[src/rtl/pipe_skid_reg_pkg.sv]
// Shared pipeline definitions: skid-register state encoding and the bubble payload.
package pipe_skid_reg_pkg;

  typedef enum logic [1:0] {
    ST_EMPTY = 2'd0,
    ST_ONE   = 2'd1,
    ST_FULL  = 2'd2
  } skid_state_t;

  localparam logic [63:0] PIPE_NOP = 64'h0;

endpackage

[src/rtl/pipe_skid_reg.sv]
// Two-entry registered skid buffer placed at each pipeline stage boundary.
// The state value doubles as the occupancy count; in_ready depends only on registered state.
module pipe_skid_reg
  import pipe_skid_reg_pkg::*;
#(
  parameter int                 DATA_W    = 64,
  parameter logic [DATA_W-1:0]  FLUSH_VAL = DATA_W'(PIPE_NOP)
) (
  input  logic              clk,
  input  logic              rst,
  input  logic              flush,
  input  logic              in_valid,
  input  logic [DATA_W-1:0] in_data,
  output logic              in_ready,
  output logic              out_valid,
  output logic [DATA_W-1:0] out_data,
  input  logic              out_ready,
  output logic [1:0]        occupancy
);

  skid_state_t       state_p0, state_nxt;
  logic [DATA_W-1:0] main_p0, main_nxt;
  logic [DATA_W-1:0] skid_p0, skid_nxt;
  logic              accept, pop;

  assign in_ready  = (state_p0 != ST_FULL);
  assign out_valid = (state_p0 != ST_EMPTY);
  assign out_data  = main_p0;
  assign occupancy = state_p0;

  assign accept = in_valid & in_ready;
  assign pop    = out_valid & out_ready;

  always_comb begin
    state_nxt = state_p0;
    main_nxt  = main_p0;
    skid_nxt  = skid_p0;
    if (flush) begin
      // A pop in this cycle is still consumed downstream; an accept is dropped.
      state_nxt = ST_EMPTY;
      main_nxt  = FLUSH_VAL;
      skid_nxt  = FLUSH_VAL;
    end else begin
      unique case (state_p0)
        ST_EMPTY: begin
          if (accept) begin
            main_nxt  = in_data;
            state_nxt = ST_ONE;
          end
        end
        ST_ONE: begin
          if (accept && pop) begin
            main_nxt = in_data;
          end else if (pop) begin
            state_nxt = ST_EMPTY;
          end else if (accept) begin
            skid_nxt  = in_data;
            state_nxt = ST_FULL;
          end
        end
        ST_FULL: begin
          if (pop) begin
            main_nxt  = skid_p0;
            state_nxt = ST_ONE;
          end
        end
        default: state_nxt = ST_EMPTY;
      endcase
    end
  end

  // Stage boundary: registered head/skid entries and occupancy state
  always_ff @(posedge clk) begin
    if (rst) begin
      state_p0 <= ST_EMPTY;
      main_p0  <= FLUSH_VAL;
      skid_p0  <= FLUSH_VAL;
    end else begin
      state_p0 <= state_nxt;
      main_p0  <= main_nxt;
      skid_p0  <= skid_nxt;
    end
  end

endmodule

[config.mk]
export PLATFORM = sky130hd
export DESIGN_NAME = pipe_skid_reg
export DESIGN_NICKNAME = d
export VERILOG_FILES = /design/src/rtl/pipe_skid_reg_pkg.sv /design/src/rtl/pipe_skid_reg.sv
export SDC_FILE = /design/constraint.sdc
export NUM_CORES = 1
export LEC_CHECK = 0
export CORE_MARGIN = 2
export CORE_UTILIZATION = 49
export CTS_CLUSTER_DIAMETER = 60
export DETAILED_ROUTE_END_ITERATION = 16
export PLACE_DENSITY = 0.88
export SETUP_SLACK_MARGIN = 0.1
export SLEW_MARGIN = 20
export SYNTH_ARGS = -nofsm -noshare
export SYNTH_HDL_FRONTEND = slang
export SYNTH_SLANG_ARGS = --single-unit
export TNS_END_PERCENT = 30
[constraint.sdc]
create_clock -name clk -period 1.88 [get_ports clk]
set_clock_uncertainty 0.05 [all_clocks]
set_input_delay 0.188 -clock clk [delete_from_list [all_inputs] [get_ports clk]]
set_output_delay 0.188 -clock clk [all_outputs]
set_load 0.05 [all_outputs]
# Word level (Yosys, flattened, before mapping)
# Cells that the tools add are included.
# Widths: inputs -> output; s select.
[word_totals]
reg_bits = 130
elab_cells = 33
output_inout_bits = 68
[op_classes]
reduce_logical = 8
mux = 10
bitwise = 4
eq_ne = 8
[op_table]
columns = ["operator", "count"]
rows = [
  ["$mux 64", 3],
  ["$pmux 64 s3", 1],
  ["$reduce_and 4->1", 3],
  ["$mux 2", 5],
  ["$ne 2x2->1 const B", 5],
  ["$pmux 2 s3", 1],
  ["$ne 3x3->1 const B", 1],
  ["$reduce_bool 3->1", 1],
  ["$and 1x1->1", 2],
  ["$eq 2x1->1 const B", 1],
  ["$eq 2x2->1 const B", 1],
  ["$logic_not 2->1", 1],
  ["$not 1->1", 2],
  ["$reduce_bool 2->1", 1],
  ["$reduce_or 2->1", 1],
  ["$logic_and 1x1->1", 1],
]

# Depth between registers and ports, before layout
# Gate-level depths: netlist (run 1).
[logic_depth]
depth_word = 6
ltp_mapped = 6

# Worst setup path before layout (run 1)
# OpenSTA, ideal clock, no wires.
[synth_timing]
path_type = "register to register"
startpoint = "register state_p0[0], in the netlist occupancy[0]"
endpoint = "register main_p0[26], in the netlist out_data[26]"
path_stages_with_launch = 7
synth_period_minus_slack_ns = 1.805
setup_time_ns = 0.138
n_path_buf = 3
setup_slack_ns = 0.075
arrival_ns = 1.618
path_cell_list = "dfxtp_1 -> nand2b_1 -> buf_2 -> buf_6 -> buf_6 -> mux2i_1 -> a211oi_1"
[synth_between]
elab_chain_cells = 5
[synth_lines]
columns = ["element", "line_no", "text"]
rows = [
  ["start, declared", "pipe_skid_reg.sv:21", "skid_state_t state_p0, state_nxt;"],
  ["start signal, assigned", "pipe_skid_reg.sv:79", "state_p0 <= state_nxt;"],
  ["$ne 2x2->1 *", "pipe_skid_reg.sv:26", "assign in_ready = (state_p0 != ST_FULL);"],
  ["named net in_ready", "pipe_skid_reg.sv:14", "output logic in_ready,"],
  ["$and 1x1->1 *", "pipe_skid_reg.sv:31", "assign accept = in_valid & in_ready;"],
  ["$logic_and 1x1->1", "pipe_skid_reg.sv:52", "if (accept && pop) begin"],
  ["$ne 2x2->1 (no line)", "n/a", ""],
  ["$reduce_and 4->1 (no line) *", "n/a", ""],
  ["end signal, assigned", "pipe_skid_reg.sv:80", "main_p0 <= main_nxt;"],
  ["end, declared", "pipe_skid_reg.sv:22", "logic [DATA_W-1:0] main_p0, main_nxt;"],
]
# Mark *: on every way through the listed nets, which the timed path passes. The rest lies on a longest branch.
# A chain may end at the register's enable or synchronous reset.

# Worst setup path in the final report (run 1)
[layout_timing]
startpoint = "register state_p0[0], in the netlist occupancy[0]"
endpoint = "output port in_ready"
[layout_between]
elab_chain_cells = 1
[layout_lines]
columns = ["element", "line_no"]
rows = [
  ["$ne 2x2->1", "pipe_skid_reg.sv:26"],
  ["end, declared", "pipe_skid_reg.sv:14"],
]
# Every way passes these cells.

==> results of run 1 <==
## cells in the mapped netlist
cell type	instances	area share
dfxtp_1	130	0.48
nand2_1	129	0.089
a211oi_1	128	0.18
a21oi_1	65	0.060
mux2i_1	64	0.12
buf_2	33	0.030
clkbuf_1	15	0.010
buf_1	12	0.0083
buf_6	5	0.010
a21o_1	2	0.0028
nand2b_1	2	0.0023
and2_1	1	0.0011
and3b_1	1	0.0016
nand4bb_1	1	0.0021
nor2_1	1	0.00069
nor2b_1	1	0.0011
nor4bb_1	1	0.0018
o21a_1	1	0.0014
o21bai_1	1	0.0014
or2_1	1	0.0011
or2_2	1	0.0011
or3b_1	1	0.0016
## routing by layer
layer / part of all wire / wire length [um]
met2: 0.52 / 7840
met3: 0.045 / 680
met1: 0.41 / 6140
met5: 0 / 0
met4: 0.025 / 370
## cell usage in the layout, fill, tap and decap left out
master             n
clkinv_2           1
nor2_1             1
nor2b_4            1
a21o_1             1
dfxtp_1          128
o21bai_1           1
clkbuf_8           1
clkinv_4           5
clkbuf_1           1
and3b_2            1
nand2b_2           1
or2_2              1
a211oi_1         128
dfxtp_4            1
nand2_1          129
dfxtp_2            1
clkdlybuf4s50_1   68
buf_4             16
bufinv_16          7
a21o_2             1
a21oi_1           65
mux2i_1           64
dlygate4sd2_1     65
and2_1             1
o21a_1             1
buf_12            10
nor4bb_4           1
clkbuf_16         16
or2_4              1
nand4bb_4          1
or3b_1             1
nand2b_4           1
## report_power, final
part	total (W)	switching, W	leakage, nW	internal [W]
Combinational	0.000905	0.000546	1.92	0.000359
Sequential	0.00288	0.0000482	1.06	0.00283
Clock	0.00375	0.00119	0.329	0.00256
Total	0.00753	0.00178	3.31	0.00575
## logic make-up after synthesis
family | after synthesis
compound gates | 197
simple gates | 140
flops | 130
buf+inv | 65
mux | 64
## through the flow
stage	area, um2	setup slack (ps)	power [W]
finish	7600	170	0.00753
global route	7600	114	0.00774
CTS	7600	150	0.00756
detailed placement	7010	62.3	0.00388
global placement	7010	128	0.00385
floorplan	5450	131	0.00346
## cell type report
type,instances,area [um2],share of cell area
clock buffer,18,418,0.0550
clock inverter,13,259,0.0341
multi-input combinational,401,2570,0.339
sequential,130,2610,0.343
tap,140,175,0.0230
timing repair buffer,159,1570,0.206
## state kept, by name, indices dropped and copies added, names as in the netlist
signal and count:
occupancy 2, skid_p0 64, out_data 64
## critical path: cells and delay by family, from the launching register on
kind | cells | cell delay (ps)
AND/OR/NAND/NOR | 1 | 170
buffers and inverters | 2 | 380
flip-flops | 1 | 410
## final timing paths
| check | start | depth (start not counted) | slack [ps] | end |
|---|---|---|---|---|
| max | occupancy[0]$_SDFFE_PP0P_ | 3 | 170 | in_ready |
| min | in_data[21] | 3 | 220 | skid_p0[21]$_SDFFE_PP0P_ |
| max reg2reg | occupancy[1]$_SDFFE_PP0P_ | 4 | 300 | out_data[34]$_SDFFE_PP0P_ |
| min reg2reg | skid_p0[23]$_SDFFE_PP0P_ | 2 | 400 | skid_p0[23]$_SDFFE_PP0P_ |
==> impl_metrics.tcl, run 1 <==
set metrics [dict create \
    slowest_delay_ps 410 \
    tns_ps 0 \
    cp_common_cell "buf_12" \
    core_area_um2 10800 \
    cts_resized 67 \
    remaining_drc_errors 0 \
    max_cap_violations 0 \
    io_buffers 136 \
    cts_tree "done" \
    period_share 0.910 \
    routabilityCongestion 0.810 \
    stdcell_count 861 \
    vias_per_cell 5.80 \
    ys_ff_latch 130 \
    syn_avg_cell_area_um2 9.14 \
    fp.dieArea_um2 12000 \
    wl_um 15000 \
    worstPathArrival_ps 1470 \
    clkTransAtPathRegs_ps 60 \
    tightest_slew_ps 584 \
    grtUsageMet1 0.300 \
    postCtsSetupBuffers 0 \
    antenna_found_initial 0 \
    p_leak_nw 3.31 \
    synthMuxAreaShare 0.118 \
    use_met3 0.0480 \
    areaGrowthSynthToFinish_pct 39.6 \
    syn_inst 596 \
    min_path_type "input port to flop" \
    synth_fa_ha_area_frac 0 \
    fp.dieH_um 109 \
    grtUsageTotal 0.257 \
    cts_sinks 130 \
    cp-start-kind "flop" \
    numCtsBuffers 17 \
    slew_viol_final 0 \
    final_nets 778 \
    required_ps 1640 \
    synth-simple-area-share 0.104 \
    cts.path.max_buffers 2 \
    dpl.hpwl_um 9910 \
    first_iter_violations 266 \
    drtPass1Iterations 5 \
    status "complete, no violations" \
    rows 38 \
    grt_pass1_vias 5053 \
    synth_top_family_by_area "compound AO/OA/AOI/OAI gates" \
    fill_cells 825 \
    grt_max_degree 43 \
    antenna_cells 0 \
    syn_nets 665 \
    max_freq_mhz 585 \
    rsz0062_at_grt "no" \
    via_count 4991 \
    hold_violations 0 \
    vdd_drop_max_v 0.000602 \
    grt_pass1_wl_um 24200 \
    grtUsageMet2 0.459 \
    ys_seq_area_frac 0.478 \
    crit_path_cell_trace "nand2b_4, buf_12, buf_12" \
    clock_latency_ps 500 \
    synth_xor_area_frac 0 \
    wl_per_cell_um 17.5 \
    io_pins 137 \
    syn_area_um2 5450 \
    crit_fanout 26 \
    critical_path_class "flop to output port" \
    min_period_ps 1710 \
    drive_gt1_frac 0.0929 \
    relSlewSlack 0.612 \
    busiest_layer "met2" \
    crit_slowest_cell "dfxtp_4" \
    timing.hold.ws_ps 220 \
    cts_root_buf "clkbuf_8" \
    die_width_um 109 \
    setup.worst_path.end_class "output port" \
    synth_compound_area_frac 0.242 \
    setup_viol 0 \
    p_per_area_nw_per_um2 990 \
    cts_max_level 4 \
    yosys_warnings 0 \
    yosysUniqueCellTypes 22 \
    overflow 0 \
    place_inst 830 \
    cts-hold-fix-buffers 0 \
    utilization 0.702 \
    initial_core_util 0.502 \
    antenna_left 0 \
]
No activity file was read; power rests on OpenSTA's default activity.
==> run 2: changes to the inputs <==
--- a/config.mk
+++ b/config.mk
@@ -6,10 +6,10 @@
 export NUM_CORES = 1
 export LEC_CHECK = 0
 export CORE_MARGIN = 2
-export CORE_UTILIZATION = 49
+export CORE_UTILIZATION = 45
 export CTS_CLUSTER_DIAMETER = 60
 export DETAILED_ROUTE_END_ITERATION = 16
-export PLACE_DENSITY = 0.88
+export PLACE_DENSITY = 0.82
 export SETUP_SLACK_MARGIN = 0.1
 export SLEW_MARGIN = 20
 export SYNTH_ARGS = -nofsm -noshare
==> impl_metrics.tcl, run 2 (synthesis gave the netlist of run 1 again) <==
set metrics [dict create \
    core_area_um2 11900 \
    drtPass1Iterations 4 \
    wl_met1_um 6310 \
    seq_power_share 0.417 \
    routabilityCongestion 0.772 \
    clkPwrFrac 0.449 \
    grtUsageTotal 0.230 \
    antenna_cells 0 \
    dpl.hpwl_um 9720 \
    overflow 0 \
    period_share 0.963 \
    min_path_type "input port to flop" \
    crit_fanout 2 \
    rsz0062_at_grt "yes" \
    tightest_slew_ps 580 \
    clock_latency_ps 400 \
    combPwrFrac 0.135 \
    wl_per_cell_um 17.1 \
    areaGrowthSynthToFinish_pct 38.9 \
    crit_family "buffers and inverters" \
    crit_slowest_cell "clkdlybuf4s50_1" \
    remaining_drc_errors 0 \
    p_per_area_nw_per_um2 914 \
    seq_area_um2 2600 \
    relSlewSlack 0.613 \
    top_layer "met4" \
    fp.dieArea_um2 13000 \
    worstPathArrival_ps 1570 \
    min_period_ps 1810 \
    first_iter_violations 290 \
    rows 40 \
    cts_root_buf "clkbuf_16" \
    cts_max_level 4 \
    status "complete, no violations" \
    switching_share 0.245 \
    vias_per_cell 5.63 \
    fp.dieH_um 114 \
    p_total_w 0.00692 \
    slew_viol_final 0 \
    p_leak_nw 3.29 \
    mostFrequentLayoutCells "nand2_1 (129), dfxtp_1 (129), a211oi_1 (128)" \
    clkTransAtPathRegs_ps 50 \
    max_cap_violations 0 \
    cts_tree "done" \
    tns_ps 0 \
    p_switching_w 0.00169 \
    cts_sinks 130 \
    met3_length_um 678 \
    numCtsBuffers 17 \
    multi_input_area_um2 2570 \
    antenna_left 0 \
    final_nets 776 \
    via_count 4876 \
    setup_viol 0 \
    die_width_um 114 \
    max_freq_mhz 553 \
    antenna_found_initial 0 \
    grt_pass1_vias 4875 \
    slowest_delay_ps 810 \
    fill_cells 948 \
    setup.worst_path.end_class "output port" \
    vdd_drop_max_v 0.000463 \
    io_buffers 136 \
    initial_core_util 0.457 \
    routed-wl-met2_um 7400 \
    drive_gt1_frac 0.0834 \
    grt_max_degree 131 \
    io_pins 137 \
    dpl_worst_slack_ps 2.78 \
    wl_um 14800 \
    required_ps 1640 \
    setup_ws_ps 70.4 \
    grt_pass1_wl_um 23800 \
    crit_path_cell_trace "clkdlybuf4s50_1" \
    cp-start-kind "flop" \
    critical_path_class "flop to output port" \
    crit_buf_inv 1 \
    internal-power_w 0.00522 \
    hold_violations 0 \
    cts.path.max_buffers 2 \
]
## run 2: cell types whose count changed in the layout (fill, tap and decap cells not counted), sizes merged
cell / delta
clkdlybuf4s50: +31
dlymetal6s2s: +14
buf: -1
clkbuf: +7
dlygate4sd2: -46
bufinv: -5
clkinv: -2
## run 2: power groups by stage
stage	clock (W)	sequential [W]	combinational [W]
after floorplan	0	0.00316	0.000308
after global placement	0	0.00294	0.000917
after detailed placement	0	0.00294	0.000938
after CTS	0.00315	0.00288	0.000931
after global routing	0.00327	0.00289	0.000982
final	0.00310	0.00288	0.000930
## run 2: worst min-delay path, cell delays in order
cell,delay (ps)
clkdlybuf4s50_1,420
nand2_1,60
a21oi_1,50
## run 2: area by class of cell
cell class              instances  area share
repair buffers                157       0.218
multi-input cells             401       0.340
well taps                     147      0.0243
clock buffers                  25      0.0629
clock inverters                 6      0.0106
flip-flops and latches        130       0.344
## run 2: timing repair
action	CTS	global route
gates cloned	0	0
resized for setup	19	14
endpoints found under the setup margin	64	47
hold buffers	0	0
buffers inserted	0	0
## run 2: worst paths after layout
| kind | from | end | slack, ps | depth (start not counted) |
|---|---|---|---|---|
| hold reg to reg | skid_p0[13]$_SDFFE_PP0P_ | skid_p0[13]$_SDFFE_PP0P_ | 400 | 2 |
| setup / recovery | out_data[43]$_SDFFE_PP0P_ | out_data[43] | 70 | 1 |
| hold / removal | in_data[36] | skid_p0[36]$_SDFFE_PP0P_ | 310 | 3 |
| setup reg to reg | occupancy[1]$_SDFFE_PP0P_ | out_data[41]$_SDFFE_PP0P_ | 200 | 4 |
## run 2: routing by layer
metal | global-route usage | vias up
met5 | 0 | -
met4 | 0.107 | 0
met3 | 0.0515 | 33
met2 | 0.388 | 140
met1 | 0.278 | 2322
li1 | - | 2381
## run 2: per-stage QoR
step,instance area [um2],cells,hold slack (ps),util
finish,7560,866,311,0.635
global route,7560,866,316,0.635
CTS,7530,866,295,0.632
detailed placement,7000,835,396,0.587
global placement,7000,835,391,0.587
floorplan,5450,596,274,-
